===== config.mk =====
export PLATFORM = sky130hd
export DESIGN_NAME = chipbus_arbiter
export DESIGN_NICKNAME = d
export VERILOG_FILES = /design/src/rtl/chipbus_arbiter_pkg.sv /design/src/rtl/chipbus_arbiter_cck_edge.sv /design/src/rtl/chipbus_arbiter.sv
export SDC_FILE = /design/constraint.sdc
export NUM_CORES = 1
export LEC_CHECK = 0
export ABC_CLOCK_PERIOD_IN_PS = 2300
export CAP_MARGIN = 20
export CORE_AREA = 2 2 39 41
export CTS_BUF_LIST = sky130_fd_sc_hd__clkbuf_8 sky130_fd_sc_hd__clkbuf_16
export DETAILED_ROUTE_END_ITERATION = 10
export DIE_AREA = 0 0 41 43
export HOLD_SLACK_MARGIN = 0.15
export PLACE_DENSITY_LB_ADDON = 0.2
export SLEW_MARGIN = 20
export SYNTH_ARGS = -nofsm -noshare
export SYNTH_HDL_FRONTEND = slang
export SYNTH_SLANG_ARGS = --single-unit
export TNS_END_PERCENT = 10

===== constraint.sdc =====
create_clock -name clk28m -period 2.3 [get_ports clk28m]
set_input_delay 0.69 -clock clk28m [delete_from_list [all_inputs] [get_ports clk28m]]
set_output_delay 0.69 -clock clk28m [all_outputs]
set_load 0.1 [all_outputs]

===== src/rtl/chipbus_arbiter_pkg.sv =====
// Shared chipset definitions: slot-owner encoding and the default CPU starvation limit.
package chipbus_arbiter_pkg;

    typedef enum logic [1:0] {
        OWNER_IDLE = 2'd0,
        OWNER_DMA  = 2'd1,
        OWNER_BLIT = 2'd2,
        OWNER_CPU  = 2'd3
    } owner_e;

    localparam int STARVE_LIMIT_DEFAULT = 3;

endpackage


===== src/rtl/chipbus_arbiter_cck_edge.sv =====
// Colour-clock edge detector: one-cycle rise/fall strobes derived from a registered copy of cck.
module cck_edge (
    input  logic clk28m,
    input  logic reset,
    input  logic cck,
    output logic rise,
    output logic fall
);

    logic cck_q;

    always_ff @(posedge clk28m) begin
        if (reset) begin
            cck_q <= 1'b0;
        end else begin
            cck_q <= cck;
        end
    end

    assign rise = cck & ~cck_q;
    assign fall = ~cck & cck_q;

endmodule


===== src/rtl/chipbus_arbiter.sv =====
// Chip-bus slot arbiter: each colour-clock slot goes to DMA, blitter, CPU or nobody,
// with a starvation counter that periodically forces a CPU slot past a polite blitter.
module chipbus_arbiter
    import chipbus_arbiter_pkg::*;
#(
    parameter int STARVE_LIMIT = STARVE_LIMIT_DEFAULT
) (
    input  logic       clk28m,
    input  logic       reset,
    input  logic       cck,
    input  logic       dma_req,
    input  logic       blit_req,
    input  logic       blit_nasty,
    input  logic       cpu_req,
    input  logic       bls,
    output logic       dma_grant,
    output logic       blit_grant,
    output logic       cpu_grant,
    output logic       cpu_ack,
    output logic       cpu_wait,
    output logic [1:0] owner
);

    localparam int SW = $clog2(STARVE_LIMIT + 1);
    localparam logic [SW-1:0] STARVE_MAX = SW'(STARVE_LIMIT);

    logic          slot_start;
    logic          cck_fall;
    owner_e        state;
    owner_e        next_owner;
    logic [SW-1:0] starve;
    logic          cpu_favoured;
    logic          blit_wins;

    cck_edge u_cck_edge (
        .clk28m (clk28m),
        .reset  (reset),
        .cck    (cck),
        .rise   (slot_start),
        .fall   (cck_fall)
    );

    // bls lets a waiting CPU jump the queue early, but never against a nasty blitter.
    always_comb begin
        cpu_favoured = ~blit_nasty & ((starve >= STARVE_MAX) | bls);
        blit_wins    = blit_req & (~cpu_favoured | ~cpu_req);
        next_owner   = OWNER_IDLE;
        if (dma_req) begin
            next_owner = OWNER_DMA;
        end else if (blit_wins) begin
            next_owner = OWNER_BLIT;
        end else if (cpu_req) begin
            next_owner = OWNER_CPU;
        end
    end

    always_ff @(posedge clk28m) begin
        if (reset) begin
            state      <= OWNER_IDLE;
            dma_grant  <= 1'b0;
            blit_grant <= 1'b0;
            cpu_grant  <= 1'b0;
            cpu_ack    <= 1'b0;
            cpu_wait   <= 1'b0;
            starve     <= '0;
        end else begin
            cpu_wait <= cpu_req & ~cpu_grant;
            cpu_ack  <= cck_fall & (state == OWNER_CPU) & cpu_req;
            if (slot_start) begin
                state      <= next_owner;
                dma_grant  <= (next_owner == OWNER_DMA);
                blit_grant <= (next_owner == OWNER_BLIT);
                cpu_grant  <= (next_owner == OWNER_CPU);
                // DMA slots are invisible to the starvation count; it neither grows nor clears.
                if (next_owner != OWNER_DMA) begin
                    if ((next_owner == OWNER_CPU) || !cpu_req) begin
                        starve <= '0;
                    end else if ((next_owner == OWNER_BLIT) && (starve != STARVE_MAX)) begin
                        starve <= starve + 1'b1;
                    end
                end
            end
        end
    end

    assign owner = state;

endmodule

Yosys cells after proc, flatten, opt, wreduce, memory -nomap -nowiden
Index checks and enable logic that the tools add are counted.
- add/subtract/negate cells: 1
- magnitude comparators: 1
- eq/ne operators: 6
- mux-type cells: 5
- bitwise gates (word level): 15
- reductions and logical operators: 5
- operators by type and width (kind ; count):
    $mux W2 ; 5
    $and A1 B1 Y1 ; 7
    $eq A2 B2 Y1 const B ; 3
    $not A1 Y1 ; 6
    $reduce_and A3 Y1 ; 1
    $add A2 B1 Y2 const B ; 1
    $eq A2 B1 Y1 const B ; 1
    $ge A2 B2 Y1 const B ; 1
    $ne A2 B1 Y1 const B ; 1
    $ne A2 B2 Y1 const B ; 1
    $or A1 B1 Y1 ; 2
    $reduce_bool A2 Y1 ; 1
    $logic_and A1 B1 Y1 ; 1
    $logic_not A1 Y1 ; 1
    $logic_or A1 B1 Y1 ; 1
- register bits: 10
- bits of input ports: 8
- output and inout bits: 7
- logic and storage cells: 41

Depth between registers and ports, before layout
- depth after elaboration: 12
- mapped depth: 4
- depth with buffers taken out: 4

By module
Synthesis repeated with hierarchy kept, for this count alone.
- cell total of the unflattened synthesis: 47
- area, all modules: 456.7 µm²
- by module, submodules not included (module ; times used ; cells each ; area each (µm²)):
    chipbus_arbiter ; 1 ; 43 ; 417.9
    cck_edge ; 1 ; 4 ; 38.8

Worst setup path after synthesis
No wires, ideal clock.
- kind: reg-to-output
- from: register cpu_grant
- to: output cpu_grant
- arrival: 941 ps
- data required time: 1610 ps
- setup slack: 669 ps
- cell stages (with the launch flop): 1
- path buffers: 0
- cells stage by stage: dfxtp_1
- RTL lines (what ; line ; text):
    start: declaration ; chipbus_arbiter.sv:18 ; output logic cpu_grant,
    start signal: assignment ; chipbus_arbiter.sv:73 ; cpu_grant <= (next_owner == OWNER_CPU);
No word-level cell between the ends.

Worst setup path after layout
- from: input cck
- to: register starve[1]
- longest elaborated chain between the ends: 2
- RTL lines (what ; line ; text):
    start: declaration ; chipbus_arbiter.sv:10 ; input logic cck,
    $and A1 B1 Y1 ; chipbus_arbiter_cck_edge.sv:20 ; assign rise = cck & ~cck_q;
    $reduce_and A3 Y1 (no line) ; n/a ;
    end signal: assignment ; chipbus_arbiter.sv:79 ; starve <= starve + 1'b1;
    end: declaration ; chipbus_arbiter.sv:31 ; logic [SW-1:0] starve;
Every way passes these cells.
A chain may end at the register's enable or synchronous reset.

==> flow_summary.json <==
{
  "ant_nets": 0,
  "insertion_delay_ns": 0.24,
  "grt_max_degree": 10,
  "final_util_pct": 46.1,
  "clockBufferDepth": 2,
  "die_y_um": 43,
  "final_common_cell": "dfxtp_1",
  "ys.flop_type": "dfxtp_1",
  "end_kind": "flip-flop",
  "antenna_found_initial": 0,
  "numCtsBuffers": 3,
  "drtIter0Drc": 7,
  "grt-ovfl-total": 0,
  "dp_hpwl_um": 659,
  "initial_core_util_pct": 32.1,
  "n_antenna_cell": 0,
  "vias": 387,
  "cp.arrival_ns": 1.99,
  "setup_viol": 0,
  "yosysUniqueCellTypes": 26,
  "holdCritPathClass": "flip-flop to flip-flop",
  "ys_async_sr_fraction_pct": 0,
  "p_leak_nw": 0.276,
  "finalHoldViolCount": 0,
  "syn_area_um2": 444,
  "cts_resized": 0,
  "cts_tree": "built",
  "worst_slew_pin_slew_ns": 0.263,
  "port_buffers": 14,
  "drv_cap": 0,
  "holdWs_ns": 0.441,
  "yosys_warnings": 0,
  "final_cell_mix": "dfxtp_1, buf_4, clkdlybuf4s50_1",
  "design.core.area_mm2": 0.00138,
  "synth_edf_count": 0,
  "cts_setup_buffers": 0,
  "post-route-period-util_pct": 81.2,
  "ys_seq_area_share_pct": 45.1,
  "slew_headroom_pct": 82.4,
  "grt.total_usage_pct": 13.4,
  "r2r_cells": 4,
  "timing.critical_path.fanout_max": 6,
  "fin_setup_tns_ns": 0,
  "rsz0062_at_grt": "false",
  "cp_data_required_time_ns": 2.42,
  "die-area_mm2": 0.00176,
  "remaining_drc_errors": 0,
  "yosys_register_bits": 10,
  "ioPinCount": 15,
  "clkTransAtPathRegs_ns": 0.05,
  "cts_hold_buf": 0,
  "wire_per_inst_um": 11.0,
  "hold_path_depth": 1,
  "syn-num-nets": 55,
  "worstSetupPathType": "primary input to flip-flop",
  "fin_skew_ns": 0.00592,
  "grt_pass1_vias": 370,
  "max-vdd-ir-drop_uv": 230,
  "rows": 14,
  "placed_area_um2": 583,
  "critPathMaxStageDelay_ns": 0.55,
  "via_per_inst": 4.84,
  "synthCells": 46,
  "area_delta_synth_final_pct": 43.7,
  "cts-htree-levels": 1,
  "slowest_stage": "clkdlybuf4s50_1",
  "power_per_cell_area_mw_per_mm2": 773,
  "design_area_um2": 638,
  "drv_slew": 0,
  "clock-sinks": 10,
  "final_layout_size_suffix_gt1_share_pct": 20.3,
  "avgSynthCellArea_um2": 9.66,
  "gp_congestion": 0.717,
  "die_x_um": 41,
  "fill_cells": 136,
  "grt_pass1_wl_mm": 1.48,
  "fin_nets": 74,
  "crit_path_start_kind": "primary input",
  "root_buffer": "clkbuf_8",
  "period_needed_ns": 1.87,
  "cp_cell_sequence": "clkdlybuf4s50_1, nor3b_1, nand2_1, mux2_1",
  "max_freq_mhz": 535,
  "drt_wl_total_um": 877,
  "drtPass1Iterations": 3,
  "status": "finished, final reports clean"
}
[registers in the layout, summed over array words and instances (netlist names)]
name and count:
cpu_ack 1, u_cck_edge.cck_q 1, dma_grant 1, cpu_wait 1
starve 2, blit_grant 1, owner 2, cpu_grant 1
[cells in the mapped netlist, drive strengths merged (2+ instances only)]
cell type | number | area share, %
dfxtp | 10 | 45
nand2 | 5 | 4.2
nor2 | 4 | 3.4
a21oi | 3 | 3.4
and2b | 2 | 3.4
nand2b | 3 | 5.9
[kinds of logic (layout without fill, tap and decap cells)]
| kind of cell | count (synthesis) | after routing | synth area share [%] |
|---|---|---|---|
| compound gates | 8 | 8 | 12.4 |
| fa+ha+maj | 1 | 1 | 2.82 |
| mux | 2 | 2 | 4.79 |
| flops | 10 | 10 | 45.1 |
| buf+inv | 2 | 20 | 3.38 |
| simple gates | 23 | 23 | 31.6 |
[final timing paths]
| path | to | slack (ns) | start |
|---|---|---|---|
| worst min-delay path | cpu_wait | 0.44 | cpu_grant |
| worst min register to register | cpu_wait | 0.44 | cpu_grant |
| worst max-delay path | starve[1] | 0.43 | cck |
| worst max register to register | starve[0] | 0.95 | starve[0] |
[final cells by class]
| cell class | count | area [um^2] | share of cell area (%) |
|---|---|---|---|
| multi-input cells | 34 | 229 | 35.9 |
| well taps | 16 | 20.0 | 3.14 |
| clock buffers | 4 | 55.1 | 8.63 |
| flip-flops and latches | 10 | 200 | 31.4 |
| repair buffers | 15 | 130 | 20.4 |
| inverters | 1 | 3.75 | 0.588 |
[worst max-delay path: cells and delay by family]
family	cells	cell delay [ns]
AND/OR/NAND/NOR	2	0.43
multiplexers	1	0.32
buffers and inverters	1	0.55
[through the flow]
stage          total power [mW]  cells  setup WS (ns)
6_report                  0.494     80          0.432
5_1_grt                   0.512     80          0.312
3_5_place_dp              0.278     76          0.179
2_1_floorplan             0.249     46          0.669
4_1_cts                   0.498     80          0.419
3_3_place_gp              0.278     76          0.188
[where the power goes]
part	internal (mW)	switching (mW)
clock	0.150	0.0689
sequential	0.181	0.00432
combinational	0.0295	0.0599
[layer usage]
| layer | global-route usage [%] | part of all wire [%] | up-vias | wire (um) |
|---|---|---|---|---|
| met5 | 0 | 0 | - | 0 |
| met4 | 12.0 | 4.0 | 0 | 35 |
| met3 | 6.28 | 7.5 | 4 | 66 |
| met2 | 17.2 | 41 | 13 | 361 |
| met1 | 15.5 | 47 | 168 | 414 |
| li1 | - | - | 202 | - |
No activity file was read; power rests on OpenSTA's default activity.
